===== config.mk =====
export PLATFORM = sky130hd
export DESIGN_NAME = my_top_level
export DESIGN_NICKNAME = d
export VERILOG_FILES = /design/src/rtl/my_top_level_pkg.sv /design/src/rtl/my_top_level_if.sv /design/src/rtl/my_top_level_add.sv /design/src/rtl/my_top_level.sv
export SDC_FILE = /design/constraint.sdc
export NUM_CORES = 1
export LEC_CHECK = 0
export BUFFER_PORTS_ARGS = -buffer_cell sky130_fd_sc_hd__clkbuf_2
export CAP_MARGIN = 20
export CELL_PAD_IN_SITES_DETAIL_PLACEMENT = 1
export CELL_PAD_IN_SITES_GLOBAL_PLACEMENT = 1
export CORE_MARGIN = 1
export CORE_UTILIZATION = 31
export DETAILED_ROUTE_END_ITERATION = 12
export GPL_TIMING_DRIVEN = 1
export PLACE_DENSITY_LB_ADDON = 0.1
export REMOVE_ABC_BUFFERS = 1
export SLEW_MARGIN = 20
export SYNTH_ARGS = -nofsm -noshare
export SYNTH_HDL_FRONTEND = slang
export SYNTH_SLANG_ARGS = --single-unit

===== constraint.sdc =====
create_clock -name clk -period 1.45 [get_ports clk]
set_input_delay 0.0725 -clock clk [delete_from_list [all_inputs] [get_ports clk]]
set_output_delay 0.0725 -clock clk [all_outputs]
set_load 0.1 [all_outputs]

===== src/rtl/my_top_level_pkg.sv =====
// Shared constants and the sum-fitting helper for the my_top_level adder.
// Build option: MY_TOP_LEVEL_SAT_EN selects saturating instead of wrapping results.
package my_top_level_pkg;

    localparam int unsigned DEFAULT_WIDTH   = 8;
    localparam int unsigned DEFAULT_LATENCY = 1;
    localparam int unsigned MAX_WIDTH       = 64;
    localparam int unsigned WIDE_W          = MAX_WIDTH + 1;

    // Reduces a carry-extended sum to 'width' result bits (wrap, or clamp when saturating).
    function automatic logic [MAX_WIDTH-1:0] fit_sum(input logic [MAX_WIDTH:0] sum_wide,
                                                     input int unsigned     width);
        logic [MAX_WIDTH:0] limit;
        limit = (WIDE_W'(1) << width) - WIDE_W'(1);
`ifdef MY_TOP_LEVEL_SAT_EN
        fit_sum = MAX_WIDTH'((sum_wide > limit) ? limit : sum_wide);
`else
        fit_sum = MAX_WIDTH'(sum_wide & limit);
`endif
    endfunction

endpackage


===== src/rtl/my_top_level_if.sv =====
// Operand/result bundle between the adder stage and its consumer.
interface my_top_level_if #(
    parameter int unsigned WIDTH = 8
);
    logic [WIDTH-1:0] a;
    logic [WIDTH-1:0] b;
    logic [WIDTH-1:0] x;

    modport master (output a, output b, input  x);
    modport slave  (input  a, input  b, output x);
endinterface


===== src/rtl/my_top_level_add.sv =====
// Combinational WIDTH+1-bit adder followed by the wrap/saturation stage.
// Build option: MY_TOP_LEVEL_SAT_EN (handled inside the package helper).
module my_top_level_add
    import my_top_level_pkg::*;
#(
    parameter int unsigned WIDTH = DEFAULT_WIDTH
) (
    my_top_level_if.slave bus
);

    logic [WIDTH:0] sum_s;

    // Carry-extended sum, then fitted back to WIDTH bits.
    always_comb begin
        sum_s  = {1'b0, bus.a} + {1'b0, bus.b};
        bus.x  = WIDTH'(fit_sum(WIDE_W'(sum_s), WIDTH));
    end

endmodule


===== src/rtl/my_top_level.sv =====
// Pipelined unsigned adder: one operand pair per clock, result LATENCY edges later.
// Build option: MY_TOP_LEVEL_SAT_EN makes the result saturate instead of wrap.
module my_top_level
    import my_top_level_pkg::*;
#(
    parameter int unsigned WIDTH   = DEFAULT_WIDTH,
    parameter int unsigned LATENCY = DEFAULT_LATENCY
) (
    input  logic             clk,
    input  logic             reset,
    input  logic [WIDTH-1:0] io_A,
    input  logic [WIDTH-1:0] io_B,
    output logic [WIDTH-1:0] io_X
);

    my_top_level_if #(.WIDTH(WIDTH)) add_bus ();

    assign add_bus.a = io_A;
    assign add_bus.b = io_B;

    my_top_level_add #(.WIDTH(WIDTH)) u_add (
        .bus (add_bus.slave)
    );

    // Stage 0 captures the fresh sum; later stages shift it toward io_X.
    for (genvar i = 0; i < LATENCY; i++) begin : g_stage
        logic [WIDTH-1:0] stage_d;
        logic [WIDTH-1:0] stage_q;

        if (i == 0) begin : g_head
            assign stage_d = add_bus.x;
        end else begin : g_link
            assign stage_d = g_stage[i-1].stage_q;
        end

        // Pipeline register with synchronous flush.
        always_ff @(posedge clk) begin
            if (reset) begin
                stage_q <= {WIDTH{1'b0}};
            end else begin
                stage_q <= stage_d;
            end
        end
    end

    assign io_X = g_stage[LATENCY-1].stage_q;

endmodule


# Word level (Yosys, flattened, before mapping)
# Cells that the tools add are included.
[op_classes]
addsub = 1
[ops]
columns = ["cell", "n"]
rows = [
  ["adder 8 bit", 1],
]
[totals]
regBits = 8
input_bits = 18
output_inout_bits = 8
elab_cells = 2

# Logic depth before layout (Yosys ltp)
# Gate-level depths: netlist of run 1.
[depth]
ltp_word = 1
ltp_mapped = 7
depth_no_buf = 7

# By module
# Synthesis of run 1 repeated with hierarchy kept, for this count alone.
[unflattened]
hier_cells = 58
hier_area_um2 = 541.8
[modules_own_cells]
columns = ["mod", "instances", "cells_each", "area_each_um2", "seq_area_each_um2"]
rows = [
  ["my_top_level_add", 1, 42, 331.6, 0.0],
  ["my_top_level", 1, 16, 210.2, 160.2],
]

# Worst setup path before layout of run 1
# Ideal clock, no wire load.
[synth_path]
kind = "input-to-reg"
from = "in io_A[1]"
to = "reg g_stage[0].stage_q[5] (netlist: io_X[5])"
setup_time_ns = 0.073
t_arrival_ns = 1.247
required_ns = 1.377
slack_ns = 0.130
stages = 5
path_buffers = 0
cell_sequence = "ha_1 > a211oi_2 > nor2_1 > or4_1 > o211ai_2"
[synth_via]
elab_chain_cells = 1
[synth_lines]
columns = ["item", "line", "source"]
rows = [
  ["start, declared", "my_top_level.sv:11", "input logic [WIDTH-1:0] io_A,"],
  ["adder 8 bit", "my_top_level_add.sv:15", "sum_s = {1'b0, bus.a} + {1'b0, bus.b};"],
  ["end signal, assigned", "my_top_level.sv:39", "stage_q <= {WIDTH{1'b0}};"],
  ["end signal, assigned", "my_top_level.sv:41", "stage_q <= stage_d;"],
  ["end, declared", "my_top_level.sv:28", "logic [WIDTH-1:0] stage_q;"],
]
# Every way passes these cells.
# A chain may end at the register's enable or synchronous reset.

# Final worst setup path of run 1
# Same ends and word-level chain as after synthesis.

==> impl_metrics.xml, run 1 <==
<?xml version="1.0" encoding="UTF-8"?>
<metrics>
  <group name="status">
    <metric name="run_status" unit="">finished, violations left</metric>
    <metric name="failed_checks" unit="">design-rule violations</metric>
  </group>
  <group name="detailed_routing">
    <metric name="antenna_left" unit="">0</metric>
    <metric name="detail_route.first_pass.iterations" unit="">7</metric>
    <metric name="wl_per_cell" unit="um">11.2</metric>
    <metric name="initialDrtViolationCount" unit="">8</metric>
    <metric name="drcViolationCount" unit="">6</metric>
    <metric name="routed_wl" unit="um">1200</metric>
    <metric name="drt-vias-per-instance" unit="">4.96</metric>
    <metric name="dr_total_vias" unit="">531</metric>
  </group>
  <group name="placed_design">
    <metric name="gp_routability_congestion" unit="">0.746</metric>
    <metric name="detailedPlacementHpwl" unit="um">1040</metric>
    <metric name="portBuffers" unit="">25</metric>
  </group>
  <group name="cts">
    <metric name="post_cts.repair.setup_buffers" unit="">0</metric>
    <metric name="cts_root_buffer" unit="">sky130_fd_sc_hd__clkbuf_4</metric>
    <metric name="number_of_h_tree_levels" unit="">1</metric>
    <metric name="cts_made_buffers" unit="">3</metric>
    <metric name="clkSinkCount" unit="">8</metric>
    <metric name="cts_tree" unit="">done</metric>
    <metric name="cts.path.max_buffers" unit="">2</metric>
    <metric name="cts_stage_hold_buffer_count" unit="">0</metric>
    <metric name="clk_pin_slew_worst_paths" unit="ps">50</metric>
    <metric name="cts.repair.resized" unit="">0</metric>
  </group>
  <group name="finish">
    <metric name="finish.net_count" unit="">119</metric>
    <metric name="synthToLayoutAreaGrowth" unit="%">39.0</metric>
    <metric name="nFillCells" unit="">197</metric>
    <metric name="largest_register_ff_count" unit="">8</metric>
    <metric name="final_core_util" unit="%">47.5</metric>
    <metric name="drive_above_1_share" unit="%">41.8</metric>
    <metric name="antennaDiodeCount" unit="">0</metric>
  </group>
  <group name="sta">
    <metric name="tightest_slew" unit="ps">539</metric>
    <metric name="hold_violations" unit="">0</metric>
    <metric name="max_freq" unit="GHz">0.802</metric>
    <metric name="grt_setup_unrepaired" unit="">false</metric>
    <metric name="slew_headroom" unit="%">64.2</metric>
    <metric name="fin_crit" unit="ps">1250</metric>
    <metric name="finalSetupViolations" unit="">0</metric>
    <metric name="slew_viol_final" unit="">0</metric>
    <metric name="final.period_utilization" unit="%">86.0</metric>
    <metric name="hold-worst-slack" unit="ps">134</metric>
  </group>
  <group name="critical_path">
    <metric name="worst-setup-path-type" unit="">in -&gt; reg</metric>
    <metric name="crit_fanout" unit="">2</metric>
    <metric name="worstPathCellList" unit="">clkbuf_2 &gt; ha_1 &gt; a211oi_2 &gt; nor2_1 &gt; or4_1 &gt; o211ai_2</metric>
    <metric name="crit_path_start_kind" unit="">input pin</metric>
    <metric name="crit_path_end_kind" unit="">flop</metric>
    <metric name="timing.critical_path.required" unit="ps">1620</metric>
    <metric name="arr_time_crit_path" unit="ps">1420</metric>
    <metric name="cpPeakStageDelay" unit="ps">490</metric>
    <metric name="critical_path.slowest_cell" unit="">sky130_fd_sc_hd__or4_1</metric>
  </group>
  <group name="power">
    <metric name="switchingPower" unit="uW">347</metric>
    <metric name="static-leakage-power" unit="uW">0.000384</metric>
    <metric name="ir_drop" unit="mV">0.476</metric>
    <metric name="switching_share" unit="%">43.6</metric>
    <metric name="power.clock.fraction" unit="%">20.2</metric>
    <metric name="power.share.combinational" unit="%">48.3</metric>
    <metric name="powerDensity" unit="nW/um2">1070</metric>
    <metric name="power.sequential.fraction" unit="%">31.5</metric>
    <metric name="total_power" unit="uW">795</metric>
    <metric name="intPower" unit="uW">448</metric>
  </group>
  <group name="synthesis">
    <metric name="synth.yosys.seq_area_share" unit="%">30.0</metric>
    <metric name="synth.avg_cell_area" unit="um2">9.19</metric>
    <metric name="synth.lib_cells_used.distinct" unit="">26</metric>
    <metric name="postSynthCellCount" unit="">58</metric>
    <metric name="yosys_warnings" unit="">0</metric>
    <metric name="ys_seq_elements" unit="">8</metric>
    <metric name="synth_area" unit="um2">533</metric>
  </group>
  <group name="min_path">
    <metric name="hold_path_class" unit="">in -&gt; reg</metric>
    <metric name="hp-start" unit="">reset</metric>
    <metric name="holdPathStages" unit="">2</metric>
    <metric name="holdPathEnd" unit="">io_X[1]$_SDFF_PP0_</metric>
  </group>
  <group name="grt">
    <metric name="first_global_vias" unit="">532</metric>
    <metric name="grt.total_usage" unit="%">15.5</metric>
    <metric name="grt_pass1_wl" unit="um">2170</metric>
    <metric name="grt_max_degree" unit="">12</metric>
    <metric name="globalRouteOverflowTotal" unit="">0</metric>
    <metric name="antenna_violations_before_repair" unit="">0</metric>
  </group>
  <group name="floorplan">
    <metric name="initial_utilization" unit="%">34.2</metric>
    <metric name="boundaryPins" unit="">26</metric>
    <metric name="core_area" unit="um2">1560</metric>
    <metric name="std_cell_rows" unit="">14</metric>
    <metric name="die_wd" unit="um">43.5</metric>
    <metric name="dieHeight" unit="um">43.5</metric>
    <metric name="floorplan.die_area" unit="um2">1890</metric>
  </group>
  <group name="job">
    <metric name="max_cap_viol" unit="">0</metric>
  </group>
</metrics>
-- cells in the final DEF (no fill, tap or decap), drive strengths merged --
master / count
or4: 1
o21a: 2
xnor2: 1
or3b: 2
nor2: 3
a21o: 2
o211a: 1
o31a: 2
nand2: 1
nor2b: 3
fa: 1
ha: 7
a21oi: 3
o21ai: 4
or3: 1
nor3: 6
dfxtp: 8
or2b: 1
buf: 6
inv: 3
nor3b: 1
clkbuf: 28
a211oi: 2
nand3: 1
o211ai: 1
-- per-stage QoR --
stage | area (um2) | cells | worst slack (ps) | setup TNS [ps]
finish | 741 | 107 | 203 | 0
global route | 741 | 107 | 69.5 | 0
CTS | 741 | 107 | 196 | 0
detailed placement | 718 | 104 | -62.4 | -110
global placement | 718 | 104 | -36.5 | -36.5
floorplan | 528 | 57 | 130 | 0
-- how the worst max path moves through the flow --
stage / startpoint / to
after floorplan: io_A[1] / io_X[5]$_SDFF_PP0_
after global placement: io_A[1] / io_X[5]$_SDFF_PP0_
after detailed placement: io_A[1] / io_X[5]$_SDFF_PP0_
after CTS: io_A[1] / io_X[5]$_SDFF_PP0_
after global routing: io_A[0] / io_X[4]$_SDFF_PP0_
final: io_A[1] / io_X[5]$_SDFF_PP0_
-- synthesized netlist by cell type (all sizes together) --
master	n	area [um2]
a211oi	2	20.0
a21o	2	15.0
a21oi	3	15.0
buf	1	5.00
dfxtp	8	160
fa	1	20.0
ha	7	87.6
inv	3	11.3
nand2	1	3.75
nand3	1	5.00
nor2	3	11.3
nor2b	3	18.8
nor3	6	30.0
nor3b	1	7.51
o211a	1	10.0
o211ai	1	12.5
o21a	2	15.0
o21ai	4	20.0
o31a	2	17.5
or2b	1	7.51
or3	1	6.26
or3b	2	17.5
or4	1	7.51
xnor2	1	8.76
-- cell families after synthesis --
logic type               after synthesis  synth area share, %
AO/OA/AOI/OAI                         17                 23.5
adder cells (fa/ha/maj)                8                 20.2
buffers and inverters                  4                 3.05
flip-flops                             8                 30.0
AND/OR/NAND/NOR                       20                 21.6
XOR/XNOR                               1                 1.64
-- routing by layer --
| metal | part of all wire (%) | track usage, % |
|---|---|---|
| met1 | 49 | 20.6 |
| met2 | 46 | 24.2 |
| met3 | 3.1 | 1.25 |
| met4 | 1.4 | 9.38 |
| met5 | 0 | 0 |
-- critical path: cells and delay by family --
kind	cells	cell delay, ps
AO/OA/AOI/OAI	2	360
AND/OR/NAND/NOR	2	590
adder cells (fa/ha/maj)	1	310
buffers and inverters	1	90
-- layout make-up --
| class | instances | area (um2) | area share, % |
|---|---|---|---|
| tap | 16 | 20.0 | 2.70 |
| sequential | 8 | 160 | 21.6 |
| multi-input combinational | 46 | 357 | 48.1 |
| inverter | 3 | 11.3 | 1.52 |
| clock buffer | 3 | 22.5 | 3.04 |
| timing repair buffer | 31 | 170 | 23.0 |
-- power by group through the flow --
stage | Clock (uW) | Sequential (uW) | Combinational, uW
finish | 161 | 251 | 384
global route | 186 | 252 | 412
CTS | 168 | 251 | 387
detailed placement | 0 | 255 | 385
global placement | 0 | 255 | 382
floorplan | 0 | 437 | 111
Power figures use the tool's default switching activity.
==> run 2: changes to the inputs <==
Clock period 1.45 ns to 1.39 ns, I/O delays scaled along.
==> run 2 against run 1 <==
The run still ends with design-rule violations left. Critical path depth did not move. Non-clock buffer count is 2 higher. Final area increased by 2.0%. Clock power grew 4%. Count of clock-buffer cells in the layout unchanged. Die area did not move. Via count rose by 2.8%. Sequential share of layout area is 0.43 points lower. Worst hold slack improved by 10 ps. Setup slack lost 30 ps. Sequential power rose by 4%. Highest routed layer unchanged. Largest cell class unchanged.
==> impl_metrics.xml, run 2 (same netlist as run 1, synthesis figures left out) <==
<?xml version="1.0" encoding="UTF-8"?>
<metrics>
  <group name="status">
    <metric name="run_status" unit="">finished, violations left</metric>
    <metric name="failed_checks" unit="">design-rule violations</metric>
  </group>
  <group name="cts">
    <metric name="cts_tree" unit="">done</metric>
    <metric name="clk_pin_slew_worst_paths" unit="ps">50</metric>
    <metric name="cts_root_buffer" unit="">sky130_fd_sc_hd__clkbuf_4</metric>
    <metric name="cts_made_buffers" unit="">3</metric>
    <metric name="cts.repair.resized" unit="">0</metric>
    <metric name="cts.path.max_buffers" unit="">2</metric>
    <metric name="post_cts.repair.setup_buffers" unit="">0</metric>
    <metric name="number_of_h_tree_levels" unit="">1</metric>
    <metric name="cts_stage_hold_buffer_count" unit="">0</metric>
    <metric name="clkSinkCount" unit="">8</metric>
  </group>
  <group name="power">
    <metric name="total_power" unit="uW">840</metric>
    <metric name="powerDensity" unit="nW/um2">1110</metric>
    <metric name="static-leakage-power" unit="uW">0.000394</metric>
    <metric name="ir_drop" unit="mV">0.349</metric>
  </group>
  <group name="grt">
    <metric name="grt.total_usage" unit="%">15.8</metric>
    <metric name="grt_max_degree" unit="">12</metric>
    <metric name="first_global_vias" unit="">544</metric>
    <metric name="globalRouteOverflowTotal" unit="">0</metric>
    <metric name="antenna_violations_before_repair" unit="">0</metric>
    <metric name="grt_pass1_wl" unit="um">2160</metric>
  </group>
  <group name="finish">
    <metric name="synthToLayoutAreaGrowth" unit="%">41.8</metric>
    <metric name="design_area" unit="um2">756</metric>
    <metric name="nFillCells" unit="">199</metric>
    <metric name="layout_common_cells" unit="">sky130_fd_sc_hd__clkbuf_2 (25), sky130_fd_sc_hd__dfxtp_1 (8), sky130_fd_sc_hd__buf_4 (8)</metric>
    <metric name="layout_commonest_cell" unit="">sky130_fd_sc_hd__clkbuf_2</metric>
    <metric name="finish.net_count" unit="">121</metric>
    <metric name="final_core_util" unit="%">48.5</metric>
    <metric name="drive_above_1_share" unit="%">43.0</metric>
    <metric name="largest_register_ff_count" unit="">8</metric>
    <metric name="antennaDiodeCount" unit="">0</metric>
  </group>
  <group name="floorplan">
    <metric name="initial_utilization" unit="%">34.2</metric>
    <metric name="dieHeight" unit="um">43.5</metric>
    <metric name="std_cell_rows" unit="">14</metric>
    <metric name="core_area" unit="um2">1560</metric>
    <metric name="boundaryPins" unit="">26</metric>
    <metric name="floorplan.die_area" unit="um2">1890</metric>
    <metric name="die_wd" unit="um">43.5</metric>
  </group>
  <group name="detailed_routing">
    <metric name="initialDrtViolationCount" unit="">14</metric>
    <metric name="detail_route.first_pass.iterations" unit="">10</metric>
    <metric name="routed_wl" unit="um">1310</metric>
    <metric name="antenna_left" unit="">0</metric>
    <metric name="drcViolationCount" unit="">4</metric>
    <metric name="dr_total_vias" unit="">546</metric>
    <metric name="wl_per_cell" unit="um">12.0</metric>
    <metric name="drt-vias-per-instance" unit="">5.01</metric>
  </group>
  <group name="sta">
    <metric name="final.period_utilization" unit="%">87.5</metric>
    <metric name="fin_crit" unit="ps">1220</metric>
    <metric name="slew_headroom" unit="%">63.9</metric>
    <metric name="finalSetupViolations" unit="">0</metric>
    <metric name="max_freq" unit="GHz">0.822</metric>
    <metric name="slew_viol_final" unit="">0</metric>
    <metric name="hold_violations" unit="">0</metric>
    <metric name="grt_setup_unrepaired" unit="">false</metric>
    <metric name="tightest_slew" unit="ps">544</metric>
    <metric name="tns" unit="ps">0</metric>
    <metric name="post_layout_worst_setup_margin" unit="ps">173</metric>
  </group>
  <group name="min_path">
    <metric name="hold_path_class" unit="">in -&gt; reg</metric>
    <metric name="hp-start" unit="">reset</metric>
    <metric name="holdPathEnd" unit="">io_X[1]$_SDFF_PP0_</metric>
    <metric name="holdPathStages" unit="">2</metric>
  </group>
  <group name="critical_path">
    <metric name="worstPathCellList" unit="">clkbuf_2 &gt; ha_1 &gt; a211oi_2 &gt; nor2_1 &gt; or4_1 &gt; o211ai_2</metric>
    <metric name="path_buf_inv" unit="">1</metric>
    <metric name="worst-setup-path-type" unit="">in -&gt; reg</metric>
    <metric name="cpPeakStageDelay" unit="ps">490</metric>
    <metric name="crit_path_start_kind" unit="">input pin</metric>
    <metric name="crit_fanout" unit="">2</metric>
    <metric name="critical_path.slowest_cell" unit="">sky130_fd_sc_hd__or4_1</metric>
    <metric name="timing.critical_path.required" unit="ps">1570</metric>
    <metric name="crit_path_end_kind" unit="">flop</metric>
    <metric name="arr_time_crit_path" unit="ps">1400</metric>
    <metric name="timing.critical_path.max_delay_family" unit="">simple AND/OR/NAND/NOR gates</metric>
  </group>
  <group name="placed_design">
    <metric name="pre_cts_ws" unit="ps">-93.6</metric>
    <metric name="post_place_cell_area" unit="um2">733</metric>
    <metric name="gp_routability_congestion" unit="">0.754</metric>
    <metric name="detailedPlacementHpwl" unit="um">1160</metric>
    <metric name="portBuffers" unit="">25</metric>
  </group>
  <group name="job">
    <metric name="max_cap_viol" unit="">0</metric>
  </group>
</metrics>
## run 2: worst max-delay path by stage
| stage | start | endpoint | slack (ps) | cells after the start |
|---|---|---|---|---|
| global placement | io_A[1] | io_X[5]$_SDFF_PP0_ | -90 | 6 |
| finish | io_A[1] | io_X[5]$_SDFF_PP0_ | 170 | 6 |
| global route | io_A[0] | io_X[6]$_SDFF_PP0_ | 80 | 8 |
| detailed placement | io_A[1] | io_X[5]$_SDFF_PP0_ | -90 | 6 |
| CTS | io_A[1] | io_X[5]$_SDFF_PP0_ | 180 | 6 |
| floorplan | io_A[1] | io_X[5]$_SDFF_PP0_ | 70 | 5 |
## run 2: layout make-up
cell class	instances	area, um2	area share (%)
Clock buffer	3	22.5	2.98
Inverter	3	11.3	1.49
Multi-Input combinational cell	46	357	47.2
Sequential cell	8	160	21.2
Tap cell	16	20.0	2.65
Timing Repair Buffer	33	185	24.5
## run 2: report_power, final
| part | internal (uW) | switching [uW] | total [uW] |
|---|---|---|---|
| clock network | 98.1 | 69.3 | 167 |
| registers | 256 | 5.70 | 262 |
| logic | 119 | 292 | 411 |
| total | 473 | 367 | 840 |
## run 2: metal layers
metal / GRT usage (%) / routed length [um] / up-vias
li1: - / - / 285
met2: 25.8 / 645 / 19
met1: 19.4 / 576 / 240
met5: 0 / 0 / -
met4: 11.3 / 12 / 0
met3: 1.67 / 70 / 2
## run 2: through the flow
| stage | hold slack, ps | cells |
|---|---|---|
| CTS | 138 | 109 |
| floorplan | 136 | 57 |
| detailed placement | 403 | 106 |
| finish | 144 | 109 |
| global placement | 396 | 106 |
| global route | 179 | 109 |
